--- src/rtl/seq_divider_pkg.sv ---
// Shared definitions for the sequential divider and the multiplier bench.
// Holds the FSM state encoding and the default operand width.
package seq_divider_pkg;

    localparam int DIV_N = 3;

    typedef enum logic [1:0] {
        IDLE = 2'd0,
        RUN  = 2'd1,
        DONE = 2'd2
    } state_t;

endpackage

--- src/rtl/seq_divider_div_step.sv ---
// One restoring-division iteration: shift in a dividend bit, then
// conditionally subtract the divisor and emit the quotient bit.
module div_step
    import seq_divider_pkg::*;
#(
    parameter int N = DIV_N
) (
    input  logic [N:0]   pr,
    input  logic         in_bit,
    input  logic [N-1:0] divisor,
    output logic [N:0]   pr_next,
    output logic         qbit
);

    logic [N+1:0] pr_wide;
    logic [N:0]   div_ext;
    logic [N:0]   diff;

    // The compare is done one bit wider so pr[N] still takes part.
    // Because pr < divisor, the top bit of pr_wide is always 0.
    assign pr_wide = {pr, in_bit};
    assign div_ext = {1'b0, divisor};
    assign qbit    = (pr_wide >= {1'b0, div_ext});
    assign diff    = pr_wide[N:0] - div_ext;
    assign pr_next = qbit ? diff : pr_wide[N:0];

endmodule

--- src/rtl/seq_divider.sv ---
// Sequential restoring divider: 2N-bit dividend / N-bit divisor.
// It produces one quotient bit per clock, and each division is one start/done transaction.
module seq_divider
    import seq_divider_pkg::*;
#(
    parameter int N = DIV_N
) (
    input  logic           clk,
    input  logic           rst,
    input  logic           start,
    input  logic [2*N-1:0] dividend,
    input  logic [N-1:0]   divisor,
    output logic           busy,
    output logic           done,
    output logic [2*N-1:0] q,
    output logic [N-1:0]   r,
    output logic           dbz
);

    localparam int W  = 2 * N;
    localparam int CW = $clog2(W);
    localparam logic [CW-1:0] CNT_LOAD = CW'(W - 1);

    state_t         state_reg, state_next;
    logic           busy_next;
    logic [CW-1:0]  cnt_reg;
    logic [W-1:0]   shift_reg;
    logic [N:0]     pr_reg;
    logic [N-1:0]   divisor_reg;
    logic           dbz_work_reg;
    logic           busy_reg, done_reg, dbz_reg;
    logic [W-1:0]   q_reg;
    logic [N-1:0]   r_reg;
    logic [N:0]     pr_next;
    logic           qbit;

    div_step #(.N(N)) u_step (
        .pr      (pr_reg),
        .in_bit  (shift_reg[W-1]),
        .divisor (divisor_reg),
        .pr_next (pr_next),
        .qbit    (qbit)
    );

    always_ff @(posedge clk) begin
        if (rst) state_reg <= IDLE;
        else     state_reg <= state_next;
    end

    always_comb begin
        state_next = state_reg;
        busy_next  = 1'b0;
        case (state_reg)
            IDLE: if (start) state_next = (divisor == '0) ? DONE : RUN;
            RUN:  if (cnt_reg == '0) state_next = DONE;
            DONE: state_next = IDLE;
            default: state_next = IDLE;
        endcase
        // busy is registered, so it is derived from where the FSM is heading.
        // It stays high through the cycle where done is shown.
        busy_next = (state_next != IDLE) || (state_reg == DONE);
    end

    always_ff @(posedge clk) begin
        if (rst) begin
            cnt_reg      <= '0;
            shift_reg    <= '0;
            pr_reg       <= '0;
            divisor_reg  <= '0;
            dbz_work_reg <= 1'b0;
            busy_reg     <= 1'b0;
            done_reg     <= 1'b0;
            q_reg        <= '0;
            r_reg        <= '0;
            dbz_reg      <= 1'b0;
        end else begin
            busy_reg <= busy_next;
            done_reg <= (state_reg == DONE);
            case (state_reg)
                IDLE: begin
                    if (start) begin
                        shift_reg    <= dividend;
                        pr_reg       <= '0;
                        cnt_reg      <= CNT_LOAD;
                        divisor_reg  <= divisor;
                        dbz_work_reg <= (divisor == '0);
                    end
                end
                RUN: begin
                    // Dividend bits leave at the top while quotient bits enter at the bottom.
                    shift_reg <= {shift_reg[W-2:0], qbit};
                    pr_reg    <= pr_next;
                    cnt_reg   <= cnt_reg - 1'b1;
                end
                DONE: begin
                    q_reg   <= dbz_work_reg ? '1 : shift_reg;
                    r_reg   <= dbz_work_reg ? '0 : pr_reg[N-1:0];
                    dbz_reg <= dbz_work_reg;
                end
                default: ;
            endcase
        end
    end

    assign busy = busy_reg;
    assign done = done_reg;
    assign q    = q_reg;
    assign r    = r_reg;
    assign dbz  = dbz_reg;

endmodule
--- config.mk ---
export PLATFORM = sky130hd
export DESIGN_NAME = seq_divider
export DESIGN_NICKNAME = d
export VERILOG_FILES = /design/src/rtl/seq_divider_pkg.sv /design/src/rtl/seq_divider_div_step.sv /design/src/rtl/seq_divider.sv
export SDC_FILE = /design/constraint.sdc
export NUM_CORES = 1
export LEC_CHECK = 0
export CAP_MARGIN = 20
export CELL_PAD_IN_SITES_DETAIL_PLACEMENT = 0
export CELL_PAD_IN_SITES_GLOBAL_PLACEMENT = 1
export CORE_AREA = 10 10 70 72
export CTS_BUF_LIST = sky130_fd_sc_hd__clkbuf_16
export DETAILED_ROUTE_END_ITERATION = 8
export DIE_AREA = 0 0 80 82
export HOLD_SLACK_MARGIN = 0.1
export PLACE_DENSITY = 0.85
export SLEW_MARGIN = 40
export SYNTH_ARGS = -nofsm -noshare
export SYNTH_HDL_FRONTEND = slang
export SYNTH_SLANG_ARGS = --single-unit
--- constraint.sdc ---
create_clock -name clk -period 2.9 [get_ports clk]
set_input_delay 0.725 -clock clk [delete_from_list [all_inputs] [get_ports clk]]
set_output_delay 0.725 -clock clk [all_outputs]
set_load 0.02 [all_outputs]
# After elaboration in Yosys (flattened, before gate mapping)
# Cells that the tools add are included.
word_totals:
  regBits: 31
  in_bits: 12
  out_inout_bits: 12
  word_cells: 38
classes:
  add_sub_neg: 2
  magnitude_cmp: 1
  n_eq_ne: 3
  mux: 13
  n_reduce_logical: 8
ops:
  columns: ["op", "n"]
  rows:
  - ["6-bit 2-to-1 mux", 2]
  - ["6-bit one-hot mux with 2 select lines", 1]
  - ["4-bit 2-to-1 mux", 2]
  - ["4-bit one-hot mux with 2 select lines", 1]
  - ["3-bit logical NOT", 2]
  - ["2-bit 2-to-1 mux", 3]
  - ["3-bit 2-to-1 mux", 2]
  - ["3-bit one-hot mux with 2 select lines", 1]
  - ["5-bit by 3-bit greater-or-equal comparator with 1-bit output", 1]
  - ["2-bit one-hot mux with 2 select lines", 1]
  - ["2-bit AND reduction", 2]
  - ["2-bit nonzero test", 2]
  - ["4-bit by 3-bit subtractor with 4-bit output", 1]
  - ["3-bit by 1-bit subtractor with 3-bit output, second input constant", 1]
  - ["2-bit by 1-bit == test with 1-bit output, second input constant", 1]
  - ["2-bit == test, second input constant", 1]
  - ["2-bit logical NOT", 1]
  - ["2-bit != test, second input constant", 1]
  - ["1-bit logical OR", 1]

# Longest topological paths before layout
# Gate-level depths: netlist of the first run.
logic_depth:
  word_depth: 6
  ltp_mapped: 6
  ltp_nobuf: 6

# Cells and area by module
# A second synthesis of the first run with hierarchy kept.
hier_totals:
  cells_unflattened: 160
  area_unflattened_um2: 1396.3
modules_own_cells:
  columns: ["mod", "n_inst", "cells_per_inst", "area_each_um2", "seq_area_each_um2"]
  rows:
  - ["seq_divider", 1, 140, 1218.7, 620.6]
  - ["div_step", 1, 20, 177.7, 0.0]

# Worst setup path before layout of the first run
# Ideal clock, no wire load.
synth_path:
  path_type: "flip-flop to flip-flop"
  from: "register pr_reg[1]"
  to: "register pr_reg[1]"
  setup_ps: 117
  t_arrival_ps: 1512
  t_required_ps: 2783
  slack_ps: 1270
  stages_incl_launch_ff: 6
  path_buffers: 0
  period_less_slack_ps: 1630
  path_cell_list: "dfxtp_1 -> ha_1 -> a31oi_1 -> nand2b_1 -> or3_1 -> a32o_1"
synth_via:
  elab_chain_cells: 3
synth_lines:
  columns: ["item", "line", "source"]
  rows:
  - ["start: declaration", "seq_divider.sv:28", "logic [N:0] pr_reg;"]
  - ["start signal: assignment", "seq_divider.sv:92", "pr_reg <= pr_next;"]
  - ["5-bit by 3-bit greater-or-equal comparator with 1-bit output", "seq_divider_div_step.sv:23", "assign qbit = (pr_wide >= {1'b0, div_ext});"]
  - ["4-bit 2-to-1 mux", "seq_divider_div_step.sv:25", "assign pr_next = qbit ? diff : pr_wide[N:0];"]
  - ["4-bit one-hot mux with 2 select lines", "seq_divider.sv:79", "case (state_reg)"]
# No other way between the ends.
# A chain may end at the register's enable or synchronous reset.

# Final worst setup path of the first run
layout_path:
  from: "register r_reg[1], in the netlist r[1]"
  to: "output port r[1]"
layout_lines:
  columns: ["item", "line", "source"]
  rows:
  - ["start: declaration", "seq_divider.sv:33", "logic [N-1:0] r_reg;"]
  - ["start signal: assignment", "seq_divider.sv:97", "r_reg <= dbz_work_reg ? '0 : pr_reg[N-1:0];"]
  - ["end: declaration", "seq_divider.sv:16", "output logic [N-1:0] r,"]
# No word-level cell between the ends.

==> flow_summary.yaml, run 1 <==
drt:
  drc: 0
  vias_per_cell: 5.091
  drt_wl_total_um: 3123
  vias: 1181
  first_pass_iters: 4
  ant_nets: 0
  drt_iter0_drc: 74
  post_drt_wl_per_cell_um: 13.46
floorplanning:
  die-area_um2: 6560
  io_pins: 24
  initial_core_util: 0.3909
  die_w_um: 80
  num_rows: 22
  coreArea_um2: 3578
  die_y_um: 82
clock_tree:
  post_cts_resize_count: 0
  htree_num_levels: 2
  root_buffer: "clkbuf_16"
  clockBufferDepth: 2
  cts_made_buffers: 5
  clk_pin_slew_ns: 0.05
  cts_tree: "done"
  ctsHoldBuffers: 0
  clock_latency_ns: 0.28
  cts_sinks: 31
  post_cts_buffers: 0
placement:
  place_hpwl_um: 2331
  portBuffers: 23
  gp_congestion: 0.7640
  dpl_cell_area_um2: 1645
  dpl.cell_count: 224
cells_and_area:
  fin_nets: 201
  fin_cells: 232
  drive_above_1_share: 0.07609
  area_delta_synth_final_pct: 29.34
  layout_common_cells: "dfxtp_1, clkdlybuf4s50_1, nor2_1, nand2_1, nor3_1"
  antenna_cells: 0
  design_area_um2: 1809
  final_common_cell: "dfxtp_1"
  n_fill_cell: 342
  utilization: 0.5056
synth:
  synth_xor_xnor_area_share: 0.006261
  syn-instance-count: 162
  syn_nets: 180
  synth_flop_cell: "dfxtp_1"
  async_reset_ff_frac: 0
  syn_area_per_cell_um2: 8.635
  synth-simple-area-share: 0.2630
  synthAdderAreaFrac: 0.05903
  synth_area_um2: 1399
  synth_compound_area_frac: 0.1574
  yosysWarnings: 0
  synthMuxAreaShare: 0.01521
  ys_seq_elements: 31
  ys_types: 38
  synth_top_family_by_area: "simple AND/OR/NAND/NOR gates"
  synth_edf_count: 0
  seq_area_frac_synth: 0.4436
critical_path:
  crit_start: "r[1]$_SDFFE_PP0P_"
  slowest_delay_ns: 0.61
  cp.depth: 1
  critPathCaptureType: "output port"
  r2r_setup_slack_ns: 1.08
  critPathSlowestCell: "clkdlybuf4s50_1"
  reg2regPathDepth: 6
  crit_type: "register to output port"
  r2r-end: "pr_reg[1]$_SDFFE_PP0P_"
  timing.rr.start: "shift_reg[5]$_SDFFE_PP0P_"
  crit_buf_inv: 1
  path_cells: "clkdlybuf4s50_1"
  cp_top_family: "buffers and inverters"
  critPathArrivalTime_ns: 1.23
  worst_ep_required_time_ns: 2.17
  crit_path_end: "r[1]"
  worst_setup_path_start_kind: "register"
  worstPathMaxFanout: 2
timing:
  worstMarginPinSlew_ns: 0.6089
  max_freq_mhz: 512.0
  finClkSkew_ns: 0.004470
  finalSetupTns_ns: 0
  rsz0062_at_grt: "false"
  slew_viol_final: 0
  min_period_ns: 1.953
  final-hold-violation-count: 0
  finalCritPeriodShare: 0.6735
  setup_violations: 0
  slew_headroom: 0.5932
global_route:
  grtUsageMet2: 0.1645
  grt_max_degree: 22
  grt_util_met3: 0.03384
  grt_util_all_layers: 0.1000
  gr-total-overflow: 0
  grt_util_met1: 0.1102
  grt_pass1_wl_um: 5216
  grt_pass1_vias: 1175
  grt_busiest_layer: "met2"
  antenna_found_initial: 0
power_and_ir_drop:
  irDropWorstVdd_mv: 0.4099
  p_leak_nw: 0.6772
  power.density_nw_per_um2: 702.2
  power_w: 0.001270
min_path:
  hp-class: "register to register"
  worst_hold_startpoint: "r[2]$_SDFFE_PP0P_"
run_status:
  status: "finished clean"
run:
  drv_cap: 0
## layout make-up
type	instances	area, µm²	share of cell area
multi-input combinational	114	700.7	0.3873
sequential	31	620.6	0.3430
timing repair buffer	24	237.7	0.1314
clock buffer	5	125.1	0.06916
tap	48	60.06	0.03319
clock inverter	3	38.79	0.02144
inverter	7	26.28	0.01452
## metal layers
| layer | vias to the layer above | part of all wire |
|---|---|---|
| met1 | 552 | 0.46 |
| met4 | 0 | 0.013 |
| met5 | - | 0 |
| met3 | 4 | 0.054 |
| li1 | 605 | - |
| met2 | 20 | 0.47 |
## cell usage after synthesis (2+ instances only)
| library cell | count | area share |
|---|---|---|
| nand2b_1 | 4 | 0.018 |
| o21ai_0 | 3 | 0.011 |
| a211oi_1 | 3 | 0.016 |
| a311oi_1 | 5 | 0.031 |
| nand3b_1 | 2 | 0.011 |
| nor3_1 | 15 | 0.054 |
| a21oi_1 | 10 | 0.036 |
| nor2_1 | 21 | 0.056 |
| inv_1 | 7 | 0.019 |
| clkbuf_1 | 4 | 0.011 |
| or3_1 | 3 | 0.013 |
| dfxtp_1 | 31 | 0.44 |
| buf_2 | 2 | 0.0072 |
| nand2_1 | 21 | 0.056 |
| buf_1 | 2 | 0.0054 |
| ha_1 | 5 | 0.045 |
| a32o_1 | 2 | 0.014 |
| o211ai_1 | 2 | 0.011 |
## report_power, final
part	internal (W)	switching, W
clock network	0.000399	0.000179
registers	0.000460	0.0000291
logic	0.0000900	0.000113
total	0.000949	0.000321
## worst min path at each step
stage                             end  cells after the start
3_3_place_gp         dbz$_SDFFE_PP0P_                      2
2_1_floorplan  pr_reg[3]$_SDFFE_PP0P_                      2
3_5_place_dp        r[2]$_SDFFE_PP0P_                      2
6_report            r[2]$_SDFFE_PP0P_                      2
4_1_cts             r[2]$_SDFFE_PP0P_                      2
5_1_grt             r[2]$_SDFFE_PP0P_                      2
## through the flow
step	setup slack (ns)	hold WS, ns
finish	0.9468	0.4503
global route	0.9069	0.4707
CTS	0.9322	0.4522
detailed placement	0.7308	0.4457
global placement	0.7632	0.4460
floorplan	1.270	0.4317
## kinds of logic after synthesis
logic type,count (synthesis)
DFF,31
muxes,2
and+or+nand+nor,73
xor gates and xnor gates,1
AOI/OAI and AO/OA,32
buffers and inverters,17
adders and majority gates,6
Power figures use the tool's default switching activity.
==> run 2, diff against run 1 <==
CORE_AREA = 10 10 72 74   (was 10 10 70 72)
DIE_AREA = 0 0 82 84   (was 0 0 80 82)
PLACE_DENSITY = 0.81   (was 0.85)
clock period = 2 ns   (was 2.9 ns; I/O delays follow)
==> run 2 against run 1 <==
Combinational power rose by 54%; sequential cell count stayed put; first-iteration DRC count up 41%; hold slack improved by 0.0046 ns; clock power increased by 45%; largest power group unchanged; sequential power is 45% higher; register-to-register slack lost 0.95 ns; non-clock buffer count rose by 4; clock skew is 0.0023 ns higher; via count rose by 3.6%.
==> flow_summary.yaml, run 2 (synthesis results as in run 1) <==
drt:
  vias: 1224
  post_drt_wl_per_cell_um: 14.08
  drc: 0
  drt_wl_total_um: 3350
  vias_per_cell: 5.143
  drt_iter0_drc: 104
  first_pass_iters: 5
  ant_nets: 0
critical_path:
  worstPathMaxFanout: 7
  cp_top_family: "compound AO/OA/AOI/OAI gates"
  worst_ep_required_time_ns: 2.17
  crit_type: "register to register"
  path_cells: "ha_1 -> a31oi_1 -> nand2b_1 -> or3_1 -> a32o_1"
  worst_setup_path_start_kind: "register"
  crit_buf_inv: 0
  slowest_delay_ns: 0.36
  critPathSlowestCell: "ha_1"
  critPathArrivalTime_ns: 2.03
  critPathCaptureType: "register"
cells_and_area:
  n_fill_cell: 373
  drive_above_1_share: 0.09574
  final_common_cell: "dfxtp_1"
  antenna_cells: 0
  area_delta_synth_final_pct: 31.66
  layout_common_cells: "dfxtp_1, clkdlybuf4s50_1, nor2_1, nand2_1, nor3_1"
  fin_nets: 205
  utilization: 0.4776
clock_tree:
  cts_made_buffers: 5
  cts_tree: "done"
  clock_latency_ns: 0.27
  cts_sinks: 31
  post_cts_buffers: 0
  ctsHoldBuffers: 0
  htree_num_levels: 2
  clk_pin_slew_ns: 0.05
  clockBufferDepth: 2
  post_cts_resize_count: 0
  root_buffer: "clkbuf_16"
timing:
  finalCritPeriodShare: 0.9325
  worstMarginPinSlew_ns: 0.4797
  max_freq_mhz: 536.2
  min_period_ns: 1.865
  setup_violations: 0
  finClkSkew_ns: 0.006803
  final-hold-violation-count: 0
  rsz0062_at_grt: "false"
  slew_viol_final: 0
  finalSetupTns_ns: 0
  slew_headroom: 0.6780
global_route:
  grt_pass1_wl_um: 5602
  gr-total-overflow: 0
  grt_pass1_vias: 1231
  grt_util_all_layers: 0.1022
  antenna_found_initial: 0
  grt_max_degree: 17
run:
  drv_cap: 0
placement:
  gp_congestion: 0.7826
  place_hpwl_um: 2532
  portBuffers: 23
run_status:
  status: "finished clean"
floorplanning:
  die_y_um: 84
  coreArea_um2: 3856
  initial_core_util: 0.3628
  die-area_um2: 6888
  io_pins: 24
  die_w_um: 82
  num_rows: 23
power_and_ir_drop:
  power_w: 0.001858
  power.density_nw_per_um2: 1009
  p_leak_nw: 0.6976
  irDropWorstVdd_mv: 0.5284
min_path:
  hp-class: "register to register"
[run 2: changes by cell type in the layout (fill, tap and decap cells not counted), sizes merged]
cell | previous run | this run
buf | 1 | 5
[run 2: routing by layer]
layer / up-vias / global-route usage / wire length [µm]
met5: - / 0 / 0
met4: 0 / 0.04954 / 122
met3: 14 / 0.03448 / 202
met2: 46 / 0.1605 / 1522
met1: 553 / 0.1192 / 1503
li1: 611 / - / -
[run 2: worst min-delay path: cells and delay by family (launching register included)]
kind | cells | cell delay [ns]
compound gates | 1 | 0.05
flops | 1 | 0.31
simple gates | 1 | 0.05
[run 2: path summary, 6_finish.rpt]
kind,cells after the start,start,slack (ns),end
worst max-delay path,5,pr_reg[1]$_SDFFE_PP0P_,0.13,pr_reg[0]$_SDFFE_PP0P_
worst min register to register,2,dbz$_SDFFE_PP0P_,0.45,dbz$_SDFFE_PP0P_
worst max register to register,5,pr_reg[1]$_SDFFE_PP0P_,0.13,pr_reg[0]$_SDFFE_PP0P_
worst min-delay path,2,dbz$_SDFFE_PP0P_,0.45,dbz$_SDFFE_PP0P_
[run 2: report_power, final]
part           switching, W  internal, W
registers         0.0000409     0.000666
logic              0.000172     0.000140
clock network      0.000260     0.000580
[run 2: layout make-up]
cell class | count | area (µm²) | share of cell area
Clock buffer | 5 | 125.1 | 0.06793
Timing Repair Buffer | 28 | 267.8 | 0.1454
Tap cell | 50 | 62.56 | 0.03397
Clock inverter | 3 | 38.79 | 0.02106
Sequential cell | 31 | 620.6 | 0.3370
Multi-Input combinational cell | 114 | 700.7 | 0.3804
Inverter | 7 | 26.28 | 0.01427
[run 2: stage by stage]
stage | setup slack (ns) | hold slack [ns] | instance area, µm² | instances
after floorplan | 0.3704 | 0.4317 | 1399 | 162
after global placement | 0.1962 | 0.4417 | 1678 | 230
after detailed placement | 0.1247 | 0.4502 | 1678 | 230
after CTS | 0.2143 | 0.4565 | 1842 | 238
after global routing | 0.07712 | 0.4770 | 1842 | 238
final | 0.1349 | 0.4549 | 1842 | 238
==> run 3, diff against run 2 <==
ABC_CLOCK_PERIOD_IN_PS = 2000   (was default)
==> results of run 3 <==
The final DEF is identical to that of run 2; final timing and power are the same.
